File: src/rtl/pipe_hazard_ctrl_if.sv
// Pipeline-to-hazard-controller bundle: D/E/M register usage in, stall/forward/MDU control out.
// The pipeline side is the master, the hazard controller is the slave.
interface pipe_hazard_ctrl_if #(
    parameter int CNT_W = 16
);
    logic [4:0]       d_rs;
    logic [4:0]       d_rt;
    logic             d_use_rs;
    logic             d_use_rt;
    logic             d_is_branch;
    logic             d_is_mdu;
    logic             e_wreg;
    logic             e_m2reg;
    logic [4:0]       e_rn;
    logic             m_wreg;
    logic             m_m2reg;
    logic [4:0]       m_rn;
    logic             mdu_done;
    logic             wpcir;
    logic             e_bubble;
    logic [1:0]       fwda;
    logic [1:0]       fwdb;
    logic             mdu_start;
    logic             mdu_err;
    logic [CNT_W-1:0] stall_cnt;

    modport master (
        output d_rs, d_rt, d_use_rs, d_use_rt, d_is_branch, d_is_mdu,
        output e_wreg, e_m2reg, e_rn, m_wreg, m_m2reg, m_rn, mdu_done,
        input  wpcir, e_bubble, fwda, fwdb, mdu_start, mdu_err, stall_cnt
    );

    modport slave (
        input  d_rs, d_rt, d_use_rs, d_use_rt, d_is_branch, d_is_mdu,
        input  e_wreg, e_m2reg, e_rn, m_wreg, m_m2reg, m_rn, mdu_done,
        output wpcir, e_bubble, fwda, fwdb, mdu_start, mdu_err, stall_cnt
    );
endinterface

File: src/rtl/pipe_hazard_ctrl.sv
// Hazard/stall controller for the 5-stage pipeline: load-use and branch interlocks, D-stage forwarding,
// multi-cycle mul/div sequencing with timeout, and a saturating stall-cycle counter.
module pipe_hazard_ctrl #(
    parameter int MDU_MAX_CYC = 40,
    parameter int CNT_W       = 16
) (
    input  logic              clock,
    input  logic              reset,
    pipe_hazard_ctrl_if.slave bus
);
    localparam int                MCNT_W    = $clog2(MDU_MAX_CYC + 1);
    localparam logic [MCNT_W-1:0] MCNT_LAST = MCNT_W'(MDU_MAX_CYC - 1);
    localparam logic [CNT_W-1:0]  CNT_MAX   = {CNT_W{1'b1}};

    typedef enum logic [0:0] {
        ST_IDLE     = 1'b0,
        ST_MDU_BUSY = 1'b1
    } state_t;

    // Register 0 is hardwired to zero, so it never creates a dependency.
    function automatic logic reg_hit(input logic wr, input logic [4:0] rn, input logic [4:0] r);
        return wr & (rn != 5'd0) & (rn == r);
    endfunction

    // An E-stage load has no value yet; falling through lets an older M producer win.
    function automatic logic [1:0] fwd_sel(input logic e_hit, input logic e_load,
                                           input logic m_hit, input logic m_load);
        logic [1:0] sel;
        if (e_hit && !e_load) begin
            sel = 2'b01;
        end else if (m_hit) begin
            sel = m_load ? 2'b11 : 2'b10;
        end else begin
            sel = 2'b00;
        end
        return sel;
    endfunction

    state_t            state_r, state_nxt_s;
    logic [MCNT_W-1:0] mcnt_r, mcnt_nxt_s;
    logic              mdu_err_r;
    logic [CNT_W-1:0]  stall_cnt_r;

    logic e_hit_rs_s, e_hit_rt_s, m_hit_rs_s, m_hit_rt_s;
    logic load_use_s, br_haz_s, data_stall_s;
    logic wpcir_s, e_bubble_s, mdu_start_s, err_set_s;
    logic [1:0] fwda_s, fwdb_s;

    // Producer matches, interlock conditions and forwarding selects.
    always_comb begin
        e_hit_rs_s   = reg_hit(bus.e_wreg, bus.e_rn, bus.d_rs);
        e_hit_rt_s   = reg_hit(bus.e_wreg, bus.e_rn, bus.d_rt);
        m_hit_rs_s   = reg_hit(bus.m_wreg, bus.m_rn, bus.d_rs);
        m_hit_rt_s   = reg_hit(bus.m_wreg, bus.m_rn, bus.d_rt);
        load_use_s   = bus.e_m2reg & ((bus.d_use_rs & e_hit_rs_s) | (bus.d_use_rt & e_hit_rt_s));
        br_haz_s     = bus.d_is_branch & (e_hit_rs_s | e_hit_rt_s |
                                          (bus.m_m2reg & (m_hit_rs_s | m_hit_rt_s)));
        data_stall_s = load_use_s | br_haz_s;
        if (reset) begin
            fwda_s = 2'b00;
            fwdb_s = 2'b00;
        end else begin
            fwda_s = fwd_sel(e_hit_rs_s, bus.e_m2reg, m_hit_rs_s, bus.m_m2reg);
            fwdb_s = fwd_sel(e_hit_rt_s, bus.e_m2reg, m_hit_rt_s, bus.m_m2reg);
        end
    end

    // MDU sequencer next state and stall/launch outputs.
    always_comb begin
        state_nxt_s = state_r;
        mcnt_nxt_s  = mcnt_r;
        wpcir_s     = 1'b1;
        e_bubble_s  = 1'b0;
        mdu_start_s = 1'b0;
        err_set_s   = 1'b0;
        if (reset) begin
            state_nxt_s = ST_IDLE;
            mcnt_nxt_s  = '0;
            wpcir_s     = 1'b0;
            e_bubble_s  = 1'b1;
        end else begin
            case (state_r)
                ST_IDLE: begin
                    if (data_stall_s) begin
                        wpcir_s    = 1'b0;
                        e_bubble_s = 1'b1;
                    end else if (bus.d_is_mdu) begin
                        mdu_start_s = 1'b1;
                        wpcir_s     = 1'b0;
                        e_bubble_s  = 1'b1;
                        mcnt_nxt_s  = '0;
                        state_nxt_s = ST_MDU_BUSY;
                    end else begin
                        wpcir_s = 1'b1;
                    end
                end
                ST_MDU_BUSY: begin
                    if (bus.mdu_done || (mcnt_r == MCNT_LAST)) begin
                        err_set_s   = ~bus.mdu_done;
                        mcnt_nxt_s  = '0;
                        state_nxt_s = ST_IDLE;
                    end else begin
                        wpcir_s    = 1'b0;
                        e_bubble_s = 1'b1;
                        mcnt_nxt_s = mcnt_r + MCNT_W'(1);
                    end
                end
                default: begin
                    state_nxt_s = ST_IDLE;
                    mcnt_nxt_s  = '0;
                end
            endcase
        end
    end

    // State, busy counter, sticky timeout flag and saturating stall counter.
    always_ff @(posedge clock) begin
        if (reset) begin
            state_r     <= ST_IDLE;
            mcnt_r      <= '0;
            mdu_err_r   <= 1'b0;
            stall_cnt_r <= '0;
        end else begin
            state_r   <= state_nxt_s;
            mcnt_r    <= mcnt_nxt_s;
            mdu_err_r <= mdu_err_r | err_set_s;
            if (!wpcir_s && (stall_cnt_r != CNT_MAX)) begin
                stall_cnt_r <= stall_cnt_r + CNT_W'(1);
            end else begin
                stall_cnt_r <= stall_cnt_r;
            end
        end
    end

    assign bus.wpcir     = wpcir_s;
    assign bus.e_bubble  = e_bubble_s;
    assign bus.mdu_start = mdu_start_s;
    assign bus.fwda      = fwda_s;
    assign bus.fwdb      = fwdb_s;
    assign bus.mdu_err   = mdu_err_r;
    assign bus.stall_cnt = stall_cnt_r;
endmodule

File: src/flat_wrapper.sv
// flat-port wrapper written by rule: the top's interface ports become plain ports
module pipe_hazard_ctrl_flat 
#(
    parameter int MDU_MAX_CYC = 40,
    parameter int CNT_W       = 16
)
  (clock, reset, bus_d_rs, bus_d_rt, bus_d_use_rs, bus_d_use_rt, bus_d_is_branch, bus_d_is_mdu, bus_e_wreg, bus_e_m2reg, bus_e_rn, bus_m_wreg, bus_m_m2reg, bus_m_rn, bus_mdu_done, bus_wpcir, bus_e_bubble, bus_fwda, bus_fwdb, bus_mdu_start, bus_mdu_err, bus_stall_cnt);
  pipe_hazard_ctrl_if #(.CNT_W(CNT_W)) bus_i ();
  input  logic clock;
  input  logic reset;
  input wire logic [$bits(bus_i.d_rs)-1:0] bus_d_rs;
  input wire logic [$bits(bus_i.d_rt)-1:0] bus_d_rt;
  input wire logic [$bits(bus_i.d_use_rs)-1:0] bus_d_use_rs;
  input wire logic [$bits(bus_i.d_use_rt)-1:0] bus_d_use_rt;
  input wire logic [$bits(bus_i.d_is_branch)-1:0] bus_d_is_branch;
  input wire logic [$bits(bus_i.d_is_mdu)-1:0] bus_d_is_mdu;
  input wire logic [$bits(bus_i.e_wreg)-1:0] bus_e_wreg;
  input wire logic [$bits(bus_i.e_m2reg)-1:0] bus_e_m2reg;
  input wire logic [$bits(bus_i.e_rn)-1:0] bus_e_rn;
  input wire logic [$bits(bus_i.m_wreg)-1:0] bus_m_wreg;
  input wire logic [$bits(bus_i.m_m2reg)-1:0] bus_m_m2reg;
  input wire logic [$bits(bus_i.m_rn)-1:0] bus_m_rn;
  input wire logic [$bits(bus_i.mdu_done)-1:0] bus_mdu_done;
  output wire logic [$bits(bus_i.wpcir)-1:0] bus_wpcir;
  output wire logic [$bits(bus_i.e_bubble)-1:0] bus_e_bubble;
  output wire logic [$bits(bus_i.fwda)-1:0] bus_fwda;
  output wire logic [$bits(bus_i.fwdb)-1:0] bus_fwdb;
  output wire logic [$bits(bus_i.mdu_start)-1:0] bus_mdu_start;
  output wire logic [$bits(bus_i.mdu_err)-1:0] bus_mdu_err;
  output wire logic [$bits(bus_i.stall_cnt)-1:0] bus_stall_cnt;
  assign bus_i.d_rs = bus_d_rs;
  assign bus_i.d_rt = bus_d_rt;
  assign bus_i.d_use_rs = bus_d_use_rs;
  assign bus_i.d_use_rt = bus_d_use_rt;
  assign bus_i.d_is_branch = bus_d_is_branch;
  assign bus_i.d_is_mdu = bus_d_is_mdu;
  assign bus_i.e_wreg = bus_e_wreg;
  assign bus_i.e_m2reg = bus_e_m2reg;
  assign bus_i.e_rn = bus_e_rn;
  assign bus_i.m_wreg = bus_m_wreg;
  assign bus_i.m_m2reg = bus_m_m2reg;
  assign bus_i.m_rn = bus_m_rn;
  assign bus_i.mdu_done = bus_mdu_done;
  assign bus_wpcir = bus_i.wpcir;
  assign bus_e_bubble = bus_i.e_bubble;
  assign bus_fwda = bus_i.fwda;
  assign bus_fwdb = bus_i.fwdb;
  assign bus_mdu_start = bus_i.mdu_start;
  assign bus_mdu_err = bus_i.mdu_err;
  assign bus_stall_cnt = bus_i.stall_cnt;
  pipe_hazard_ctrl #(.MDU_MAX_CYC(MDU_MAX_CYC), .CNT_W(CNT_W)) u_core (.clock(clock), .reset(reset), .bus(bus_i));
endmodule
File: config.mk
export PLATFORM = sky130hd
export DESIGN_NAME = pipe_hazard_ctrl_flat
export DESIGN_NICKNAME = d
export VERILOG_FILES = /design/src/rtl/pipe_hazard_ctrl_if.sv /design/src/rtl/pipe_hazard_ctrl.sv /design/src/flat_wrapper.sv
export SDC_FILE = /design/constraint.sdc
export NUM_CORES = 1
export LEC_CHECK = 0
export ABC_CLOCK_PERIOD_IN_PS = 2700
export CORE_UTILIZATION = 47
export CTS_BUF_LIST = sky130_fd_sc_hd__clkbuf_2
export CTS_CLUSTER_SIZE = 40
export DETAILED_ROUTE_END_ITERATION = 8
export GPL_ROUTABILITY_DRIVEN = 0
export GPL_TIMING_DRIVEN = 1
export MAX_ROUTING_LAYER = met4
export PLACE_DENSITY = 0.83
export SYNTH_ARGS = -nofsm -noshare
export SYNTH_HDL_FRONTEND = slang
export SYNTH_SLANG_ARGS = --single-unit
File: constraint.sdc
create_clock -name clock -period 2.7 [get_ports clock]
set_input_delay 0.405 -clock clock [delete_from_list [all_inputs] [get_ports clock]]
set_output_delay 0.405 -clock clock [all_outputs]
set_load 0.05 [all_outputs]
## Word level (Yosys, flattened, before mapping)

Cells that the tools add are included.

- Bits in writable memories: 0
- Memories: 0
- Flip-flop bits (word level): 24
- Bits in latches: 0
- ROM bits: 0

- Shifts and indexed selects: 0
- Bitwise gates (word level): 19
- Div/mod/pow operators: 0
- Add/sub/neg operators: 2
- Multipliers: 0
- Reduce and logical (&&, ||, !) cells: 9
- $lt $le $gt $ge: 0
- Muxes and demuxes: 28
- Equality and inequality tests: 8

Operators by type and width:

| cell | count |
|---|---|
| $eq A5 B5 Y1 | 4 |
| $mux W6 | 3 |
| $add A16 B1 Y16 const B | 1 |
| $ne A16 B16 Y1 const B | 1 |
| $mux W1 | 15 |
| $mux W2 | 6 |
| $pmux W6 S2 | 1 |
| $and A1 B1 Y1 | 11 |
| $reduce_bool A5 Y1 | 2 |
| $add A6 B1 Y6 const B | 1 |
| $eq A6 B6 Y1 const B | 1 |
| $or A1 B1 Y1 | 6 |
| $pmux W1 S2 | 3 |
| $ne A2 B2 Y1 const B | 2 |
| $logic_and A1 B1 Y1 | 3 |
| $logic_not A1 Y1 | 2 |
| $not A1 Y1 | 2 |
| $reduce_and A2 Y1 | 1 |
| $logic_or A1 B1 Y1 | 1 |

## Logic depth before layout (Yosys ltp)

- Word-level depth: 13
- Mapped depth: 10
- Gate-level depth less buffers: 8

## Worst setup path after synthesis

Ideal clock, no wire load.

- Path type: input-to-output
- From: input bus_e_rn[1]
- To: output bus_fwda[1]
- Stages: 4
- Path slack: -417 ps
- Buffers on the path: 0
- Data arrival time: 2712 ps
- Cells stage by stage: or4_4 -> o21ai_4 -> nor3_1 -> nor4_1

- Longest elaborated chain between the ends: 6
- Elaborated cells on any way between the ends: 7

Ends and longest elaborated chain:

| element | RTL line | text |
|---|---|---|
| start: declaration | flat_wrapper.sv:19 | `input wire logic [$bits(bus_i.e_rn)-1:0] bus_e_rn;` |
| $reduce_bool A5 Y1 | pipe_hazard_ctrl.sv:22 | `return wr & (rn != 5'd0) & (rn == r);` |
| $and A1 B1 Y1 | pipe_hazard_ctrl.sv:22 |  |
| $and A1 B1 Y1 (*) | pipe_hazard_ctrl.sv:22 |  |
| $logic_and A1 B1 Y1 (*) | pipe_hazard_ctrl.sv:29 | `if (e_hit && !e_load) begin` |
| $mux W2 (*) | pipe_hazard_ctrl.sv:29 |  |
| $mux W2 (*) | pipe_hazard_ctrl.sv:59 | `if (reset) begin` |
| end: declaration | flat_wrapper.sv:26 | `output wire logic [$bits(bus_i.fwda)-1:0] bus_fwda;` |

Every way passes the cells marked *; elsewhere a longest branch is shown, timed or not.

## Worst setup path after layout

- From: input bus_e_rn[1]
- To: output bus_wpcir

- Longest elaborated chain between the ends: 10
- Elaborated cells on any way between the ends: 17

Ends and longest elaborated chain:

| element | RTL line | text |
|---|---|---|
| $reduce_bool A5 Y1 | pipe_hazard_ctrl.sv:22 |  |
| $and A1 B1 Y1 (2 in a row) | pipe_hazard_ctrl.sv:22 |  |
| $and A1 B1 Y1 / $or A1 B1 Y1 (equally long branches) | pipe_hazard_ctrl.sv:55, pipe_hazard_ctrl.sv:56 |  |
| $or A1 B1 Y1 (on tied branches) | pipe_hazard_ctrl.sv:55, pipe_hazard_ctrl.sv:56 |  |
| $and A1 B1 Y1 (on tied branches) | pipe_hazard_ctrl.sv:55, pipe_hazard_ctrl.sv:56 |  |
| $or A1 B1 Y1 (*) | pipe_hazard_ctrl.sv:58 | `data_stall_s = load_use_s \| br_haz_s;` |
| $mux W1 (*) | pipe_hazard_ctrl.sv:84 | `if (data_stall_s) begin` |
| $pmux W1 S2 (*) | pipe_hazard_ctrl.sv:82 | `case (state_r)` |
| $mux W1 (*) | pipe_hazard_ctrl.sv:76 | `if (reset) begin` |
| end: declaration | flat_wrapper.sv:24 | `output wire logic [$bits(bus_i.wpcir)-1:0] bus_wpcir;` |

Marked as above.

==> impl_metrics.tcl <==
set metrics [dict create \
    io_buffers 54 \
    grt_max_degree 35 \
    dr.pass1.iters 4 \
    synth_fp_nets 233 \
    start_kind "primary input" \
    syn_inst 200 \
    peakVddDrop_uv 367 \
    fin_tns_setup_ns -0.194 \
    cp_slowest_stage_delay_ns 0.34 \
    period_share 1.04 \
    antenna_cells 0 \
    dieArea_um2 3650 \
    cts-root-buf "clkbuf_2" \
    synth_top_family_by_area "simple AND/OR/NAND/NOR gates" \
    crit_required_ns 2.30 \
    clock-sinks 24 \
    antenna_found_initial 0 \
    path_cells "dlygate4sd2_1, buf_4, xnor2_1, nand4_1, a211oi_2, buf_4, o41ai_4, buf_4, nor2_4, inv_2, buf_12" \
    synth_edf_count 0 \
    via_per_inst 6.12 \
    ctsHoldBuffers 0 \
    die_h_um 60.4 \
    synthAdderAreaFrac 0.0156 \
    cts_buffers 3 \
    p_leak_nw 1.12 \
    cts_buffer_depth 2 \
    crit_type "in -> out" \
    start_util 0.508 \
    cts_tree "yes" \
    period_minus_slack_ns 2.82 \
    placed_cells 321 \
    drt_wl_total_um 6180 \
    synth_flop_cell "dfxtp_1" \
    drt_first_iter_violations 268 \
    ant_nets 0 \
    routedWlPerCell_um 18.6 \
    hold_slack_ns 0.515 \
    grt_overflow 0 \
    grt_pass1_vias 1782 \
    fmax_mhz 355 \
    cp_slowest_cell "a211oi_2" \
    syn2layout_area_growth_pct 67.9 \
    min_path_type "reg -> reg" \
    finClkSkew_ns 0.0236 \
    relSlewSlack 0.657 \
    rows 20 \
    fillers 164 \
    yosys.area_share.simple 0.300 \
    seq_area_um2 483 \
    clkLatencyLatePin_ns 0.36 \
    slew_violations 0 \
    clk_pin_slew_ns 0.20 \
    grt_pass1_wl_um 7960 \
    async_flop_share 0 \
    ys_ff_latch 24 \
    post_synth_xor_area_fraction 0.120 \
    io_pins 55 \
    drc 0 \
    failed_checks "negative setup slack" \
    yosysSeqAreaShare 0.300 \
    final_layout_size_suffix_gt1_frac 0.316 \
    status "finished, violations left" \
    synth.area.mux_share 0.0281 \
    yosysUniqueCellTypes 44 \
    arrival_ns 2.41 \
    power_density_nw_per_um2 310 \
    fin_nets 322 \
    critPathMaxFanout 3 \
    power.total_mw 0.832 \
    synth_compound_area_frac 0.194 \
    h-tree-depth 1 \
    crit_top_cell "buf_4" \
    cp-end-kind "primary output" \
    finalSetupViolCount 2 \
    core_area_um2 3150 \
    multi_input_area_um2 1210 \
    hold_viol 0 \
    yosysWarnings 0 \
    track_usage 0.304 \
    die_x_um 60.4 \
    finalNonFillerCells 332 \
    worst_pin_slew_ns 0.513 \
    num_vias 2032 \
    dp_hpwl_um 3620 \
    synth.cell_area_um2 1600 \
    maxCapViolCount 0 \
    syn_area_per_cell_um2 8.01 \
    finalWorstSetupSlack_ns -0.118 \
]
==> cells in the mapped netlist, types with 3 or more instances <==
| cell type | n | area [µm²] |
|---|---|---|
| or3_1 | 5 | 31.3 |
| nand2_1 | 12 | 45.0 |
| inv_1 | 7 | 26.3 |
| nor2b_1 | 5 | 31.3 |
| nor4_1 | 3 | 18.8 |
| a21oi_1 | 9 | 45.0 |
| or2_2 | 3 | 18.8 |
| o21ai_0 | 5 | 25.0 |
| mux2_2 | 4 | 45.0 |
| and3_1 | 4 | 25.0 |
| xnor2_1 | 10 | 87.6 |
| clkbuf_1 | 5 | 18.8 |
| nor3_1 | 9 | 45.0 |
| a311oi_1 | 4 | 35.0 |
| nand3_1 | 14 | 70.1 |
| nor2_1 | 24 | 90.1 |
| dfxtp_1 | 24 | 480 |
| xor2_1 | 12 | 105 |
| nand4_1 | 7 | 43.8 |
==> timing repair <==
| item | 4_1_cts | 5_1_grt |
|---|---|---|
| endpoints found under the setup margin | 7 | 6 |
| cloned | 0 | 0 |
| resized for setup | 28 | 26 |
| pin swaps | 5 | 12 |
| setup buffers | 4 | 3 |
==> power by group <==
part / total [mW] / internal [mW] / switching (mW)
registers: 0.374 / 0.364 / 0.0107
logic: 0.317 / 0.145 / 0.172
clock network: 0.141 / 0.0322 / 0.109
==> state kept, by name, summed over array words and instances, names as in the netlist <==
| signal | cells |
|---|---|
| u_core.bus.stall_cnt | 16 |
| u_core.mcnt_r | 6 |
| u_core.bus.mdu_err | 1 |
| u_core.state_r | 1 |
==> routing by layer <==
layer,track usage,vias up,wire length [µm]
met4,0.116,0,258
met5,-,-,0
met3,0.0405,22,475
met2,0.529,126,3030
li1,-,909,-
met1,0.353,975,2410
==> path summary, 6_finish.rpt <==
| kind | start | endpoint | slack (ns) | cells after the start |
|---|---|---|---|---|
| setup / recovery | bus_e_rn[1] | bus_wpcir | -0.12 | 11 |
| hold / removal | u_core.bus.mdu_err | u_core.bus.mdu_err | 0.52 | 2 |
| setup reg to reg | u_core.mcnt_r[1] | u_core.bus.stall_cnt[2] | 0.11 | 10 |
| hold reg to reg | u_core.bus.mdu_err | u_core.bus.mdu_err | 0.52 | 2 |
==> metrics by stage <==
| stage | utilization | worst slack [ns] | instance area [µm²] |
|---|---|---|---|
| 6_report | 0.853 | -0.118 | 2690 |
| 4_1_cts | 0.818 | -0.0177 | 2580 |
| 3_3_place_gp | 0.780 | -0.263 | 2460 |
| 5_1_grt | 0.853 | -0.108 | 2690 |
| 3_5_place_dp | 0.780 | -0.337 | 2460 |
| 2_1_floorplan | - | 0.0894 | 1620 |
==> layout make-up <==
class | instances | share of cell area
well taps | 44 | 0.0205
inverters | 7 | 0.00977
flip-flops and latches | 24 | 0.180
multi-input cells | 162 | 0.450
clock buffers | 3 | 0.00558
clock inverters | 1 | 0.00140
repair buffers | 91 | 0.333
==> worst max-delay path: cells and delay by family <==
kind,cells,cell delay [ns]
buffers and inverters,6,0.99
AO/OA/AOI/OAI,2,0.42
XOR/XNOR,1,0.30
AND/OR/NAND/NOR,2,0.29
==> cell families (layout without fill, tap and decap cells) <==
| kind of cell | after synthesis | in the layout |
|---|---|---|
| compound gates | 40 | 40 |
| xor+xnor | 22 | 22 |
| fa+ha+maj | 2 | 2 |
| buf+inv | 14 | 102 |
| flops | 24 | 24 |
| mux | 4 | 4 |
| simple gates | 94 | 94 |
==> placed cells by master (no fill, tap or decap), drive strengths merged, types with 7 or more instances in the layout <==
master and instances:
a21oi 10, xor2 12, nand3 14, inv 7, clkdlybuf4s50 27, nor3 9, xnor2 10, dfxtp 24
buf 44, dlymetal6s2s 12, nand2 12, nor2 25, nand4 7
No activity file was read; power rests on OpenSTA's default activity.
